`src/rtl/dynamatic_pkg.sv`:
```
// Shared elaboration helpers for the handshake component library.
// Only width derivation lives here; components keep their own constants.
package dynamatic_pkg;

    function automatic int clog2(input int n);
        int r;
        r = 0;
        while ((1 << r) < n) begin
            r = r + 1;
        end
        return r;
    endfunction

    // Index registers never collapse to zero bits, even for a one-entry table.
    function automatic int index_width(input int depth);
        return (depth <= 1) ? 1 : clog2(depth);
    endfunction

endpackage

```
`src/rtl/handshake_oehb_slot.sv`:
```
// One-slot output elastic buffer: registers valid and data, and passes
// ready through so the slot can refill in the same cycle it drains.
module handshake_oehb_slot #(
    parameter int WIDTH = 33
) (
    input  logic             clk,
    input  logic             rst,
    input  logic [WIDTH-1:0] ins,
    input  logic             ins_valid,
    output logic             ins_ready,
    output logic [WIDTH-1:0] outs,
    output logic             outs_valid,
    input  logic             outs_ready
);

    logic             full_q;
    logic             full_d;
    logic [WIDTH-1:0] data_q;
    logic [WIDTH-1:0] data_d;
    logic             accept;

    always_comb begin
        ins_ready = !full_q || outs_ready;
        accept    = ins_valid && ins_ready;
        full_d    = full_q;
        data_d    = data_q;
        if (accept) begin
            full_d = 1'b1;
            data_d = ins;
        end else if (outs_ready) begin
            // Stale data is left in place; it is invisible while empty.
            full_d = 1'b0;
        end
    end

    always_ff @(posedge clk or posedge rst) begin
        if (rst) begin
            full_q <= 1'b0;
            data_q <= '0;
        end else begin
            full_q <= full_d;
            data_q <= data_d;
        end
    end

    assign outs       = data_q;
    assign outs_valid = full_q;

endmodule

```
`src/rtl/handshake_constant_seq.sv`:
```
// Token-triggered constant sequencer: each accepted control token emits the
// next entry of a compile-time table through a registered output slot.
module handshake_constant_seq
    import dynamatic_pkg::*;
#(
    parameter int                          DATA_WIDTH = 32,
    parameter int                          DEPTH      = 4,
    parameter logic [DEPTH*DATA_WIDTH-1:0] VALUES     = '0,
    parameter int                          MODE       = 0
) (
    input  logic                  clk,
    input  logic                  rst,
    input  logic                  ctrl_valid,
    output logic                  ctrl_ready,
    output logic [DATA_WIDTH-1:0] outs,
    output logic                  outs_valid,
    input  logic                  outs_ready,
    output logic                  outs_last
);

    localparam int            IW       = index_width(DEPTH);
    localparam int            TBL      = 1 << IW;
    localparam logic [IW-1:0] LAST_IDX = IW'(DEPTH - 1);

    if (DEPTH < 1 || DEPTH > 256) begin : g_bad_depth
        $error("handshake_constant_seq: DEPTH must be in 1..256");
    end
    if (MODE != 0 && MODE != 1) begin : g_bad_mode
        $error("handshake_constant_seq: MODE must be 0 or 1");
    end
    if ($bits(VALUES) != DEPTH * DATA_WIDTH) begin : g_bad_values
        $error("handshake_constant_seq: VALUES width must be DEPTH*DATA_WIDTH");
    end

    // Table padded to a power of two so the index mux never reads out of range.
    logic [DATA_WIDTH-1:0] table_w [TBL];

    for (genvar gi = 0; gi < TBL; gi++) begin : g_tbl
        if (gi < DEPTH) begin : g_entry
            assign table_w[gi] = VALUES[gi*DATA_WIDTH +: DATA_WIDTH];
        end else begin : g_pad
            assign table_w[gi] = '0;
        end
    end

    logic [IW-1:0]       idx_q;
    logic [IW-1:0]       idx_d;
    logic                at_last;
    logic                slot_ready;
    logic                accept;
    logic [DATA_WIDTH:0] slot_in;
    logic [DATA_WIDTH:0] slot_out;

    always_comb begin
        at_last = (idx_q == LAST_IDX);
        accept  = ctrl_valid && slot_ready;
        slot_in = {at_last, table_w[idx_q]};
        idx_d   = idx_q;
        if (accept) begin
            if (at_last) begin
                idx_d = (MODE == 1) ? idx_q : '0;
            end else begin
                idx_d = idx_q + IW'(1);
            end
        end
    end

    always_ff @(posedge clk or posedge rst) begin
        if (rst) begin
            idx_q <= '0;
        end else begin
            idx_q <= idx_d;
        end
    end

    handshake_oehb_slot #(
        .WIDTH(DATA_WIDTH + 1)
    ) u_slot (
        .clk       (clk),
        .rst       (rst),
        .ins       (slot_in),
        .ins_valid (ctrl_valid),
        .ins_ready (slot_ready),
        .outs      (slot_out),
        .outs_valid(outs_valid),
        .outs_ready(outs_ready)
    );

    assign ctrl_ready = slot_ready;
    assign outs       = slot_out[DATA_WIDTH-1:0];
    assign outs_last  = slot_out[DATA_WIDTH];

endmodule

```
`config.mk`:
```
export PLATFORM = sky130hd
export DESIGN_NAME = handshake_constant_seq
export DESIGN_NICKNAME = d
export VERILOG_FILES = /design/src/rtl/dynamatic_pkg.sv /design/src/rtl/handshake_oehb_slot.sv /design/src/rtl/handshake_constant_seq.sv
export SDC_FILE = /design/constraint.sdc
export NUM_CORES = 1
export LEC_CHECK = 0
export BUFFER_PORTS_ARGS = -buffer_cell sky130_fd_sc_hd__buf_4
export CAP_MARGIN = 20
export CELL_PAD_IN_SITES_DETAIL_PLACEMENT = 2
export CELL_PAD_IN_SITES_GLOBAL_PLACEMENT = 2
export CORE_MARGIN = 2
export CORE_UTILIZATION = 19
export DETAILED_ROUTE_END_ITERATION = 7
export PLACE_DENSITY_LB_ADDON = 0.15
export SLEW_MARGIN = 20
export SYNTH_ARGS = -nofsm -noshare
export SYNTH_HDL_FRONTEND = slang
export SYNTH_SLANG_ARGS = --single-unit
```
`constraint.sdc`:
```
create_clock -name clk -period 1.75 [get_ports clk]
set_input_delay 0.175 -clock clk [delete_from_list [all_inputs] [get_ports clk]]
set_output_delay 0.175 -clock clk [all_outputs]
set_load 0.1 [all_outputs]
```
==> out/results.ini <==
[pwr]
max-vdd-ir-drop_mv=0.496
p_per_area_nw_per_um2=1820
power.leakage_nw=0.259

[critical_path]
reg2reg_from=idx_q[0]
critical_path.max_fanout=3
path_class=flop to output port
cp_cell_sequence=nand2b_4 > buf_4
crit_slowest_cell=dfrtp_2
crit_end=ctrl_ready
r2r_end=idx_q[1]
critPathLaunch=u_slot.outs_valid
reg2reg_depth=2
timing.critical_path.buf_inv=1
path_delay_family=flip-flops
cp.arrival_ns=1.03
critPathLaunchType=flop
worstPathRequired_ns=1.57
end_kind=output port
r2r_setup_slack_ns=0.69
crit_cells=2
slowest_delay_ns=0.41

[layout]
final_layout_size_suffix_gt1_frac=0.268
areaGrowthSynthToFinish_pct=-1.42
fin_cells=84
fin_nets=62
diodes=0

[detailed_routing]
wl_per_cell_um=7.05
vias=209
firstDrtPassIters=3
drtIter0Drc=1
wirelength_um=592
antenna_left=0
drc_errors=0
vias_per_cell=2.49

[clocking]
clockRootBuffer=clkbuf_4
cts_resized=0
cts_inserted_buffers=3
clock_latency_ns=0.24
clk_pin_slew_ns=0.04
clock_path_buffers=2
cts_tree=yes
cts.sinks=4
htree_levels=1

[die]
chipHeight_um=52.2
die_w_um=52.2
start_util=0.200
rows=17
io_pins=39
die_area_um2=2730
core_region_area_um2=2210

[synthesis]
synth_top_family_by_area=buffers and inverters
synthTopCellsByArea=buf_4, dfrtp_1, mux2_4
synth_edf_count=0
synth_fa_ha_area_frac=0.0283
yosys_warnings=0
ys_seq_area_frac=0.227
ys_seq_elements=4
synth_mux_area_frac=0.102
netlist_instances=46
synth-compound-area-share=0
synth_top_cell_by_area=buf_4
synth_top_area_frac=0.544
yosysUniqueCellTypes=10
synth_most_common_cell=buf_4
async_reset_ff_frac=1.00
synth_area_um2=442
yosys.area_share.simple=0.0822
synth_commonest_cells=buf_4, dfrtp_1, mux2_4
synthXorXnorAreaFrac=0
ys_dominant_reg_cell=dfrtp_1
synth.avg_cell_area_um2=9.60

[global_routing]
antenna_found_initial=0
track_usage=0.0424
grt_pass1_wl_um=731
first_global_vias=173
grt-ovfl-total=0
grt_start_max_net_pins=5

[placed_design]
place_congestion=0.642
port_buffers=6
hpwl_um=486
placed_cells=79

[sta]
fmax_mhz=828
hold_viol_final=0
finalSetupViolCount=0
finalCritPeriodShare=0.690
finClkSkew_ns=0.00319
slew_violations=0
rsz0062_at_grt=no
fin_setup_tns_ns=0
post-route-min-period_ns=1.21

[hold_path]
min_from=ctrl_valid
holdCritPathClass=primary input to flop

[flow_run]
maxCapViolations=0

[status]
outcome=finished clean

==> worst reg2reg max path, cell delays in order (launching register included) <==
cell     delay [ns]
dfrtp_1        0.39
ha_1           0.29
mux2_4         0.26
==> cells in the final DEF (no fill, tap or decap), types with 3 or more instances in the layout <==
cell type,n
clkbuf_4,3
dfrtp_1,3
buf_4,6
mux2_4,3
conb_1,32
==> layer usage <==
layer | track usage | wire [um] | vias to the layer above | part of all wire
met1 | 0.0454 | 184 | 94 | 0.31
met2 | 0.0506 | 288 | 19 | 0.49
li1 | - | - | 96 | -
met4 | 0.0641 | 0 | 0 | 0
met5 | 0 | 0 | - | 0
met3 | 0.0171 | 118 | 0 | 0.20
==> what timing repair did <==
| action | CTS | global route |
|---|---|---|
| buffers inserted | 0 | 0 |
| hold endpoints to repair | 4 | 0 |
| setup endpoints to repair | 0 | 0 |
| hold buffers | 1 | 0 |
==> metrics by stage <==
step | cell area, um^2 | power (W) | hold slack [ns] | setup WS, ns | util
final | 435 | 0.000791 | 0.165 | 0.543 | 0.197
after global routing | 435 | 0.000829 | 0.176 | 0.503 | 0.197
after CTS | 435 | 0.000802 | 0.161 | 0.522 | 0.197
after detailed placement | 399 | 0.000663 | 0.0831 | 0.684 | 0.180
after global placement | 399 | 0.000658 | 0.0803 | 0.698 | 0.180
after floorplan | 559 | 0.000674 | -0.0590 | 0.154 | -
==> power breakdown <==
group          internal (W)  leakage (nW)  switching (W)
clock             0.0000860        0.0150      0.0000435
combinational     0.0000912         0.197       0.000421
sequential         0.000127        0.0467      0.0000215
total              0.000305         0.259       0.000486
==> cells by family after synthesis <==
family        Yosys count
simple gates            4
flops                   4
buf+inv                33
fa+ha+maj               1
other cells             1
mux                     3
==> registers in the layout, summed over array words and instances, names as in the netlist <==
signal / cells
idx_q: 2
u_slot.outs: 1
u_slot.outs_valid: 1
==> area by class of cell <==
class,instances,area [um^2]
Tap cell,28,35.0
Fill cell,288,1780
Timing Repair Buffer,7,55.1
Multi-Input combinational cell,40,214
Inverter,1,3.75
Clock buffer,4,26.3
Sequential cell,4,101
==> worst min-delay path by stage <==
stage | slack (ns) | cells past startpoint | endpoint
finish | 0.17 | 2 | u_slot.outs_valid
global route | 0.18 | 2 | u_slot.outs_valid
CTS | 0.16 | 2 | u_slot.outs_valid
detailed placement | 0.08 | 2 | u_slot.outs[32]
global placement | 0.08 | 2 | u_slot.outs[32]
floorplan | -0.06 | 1 | idx_q[0]
Note: power is estimated with default switching activity, not from simulation.
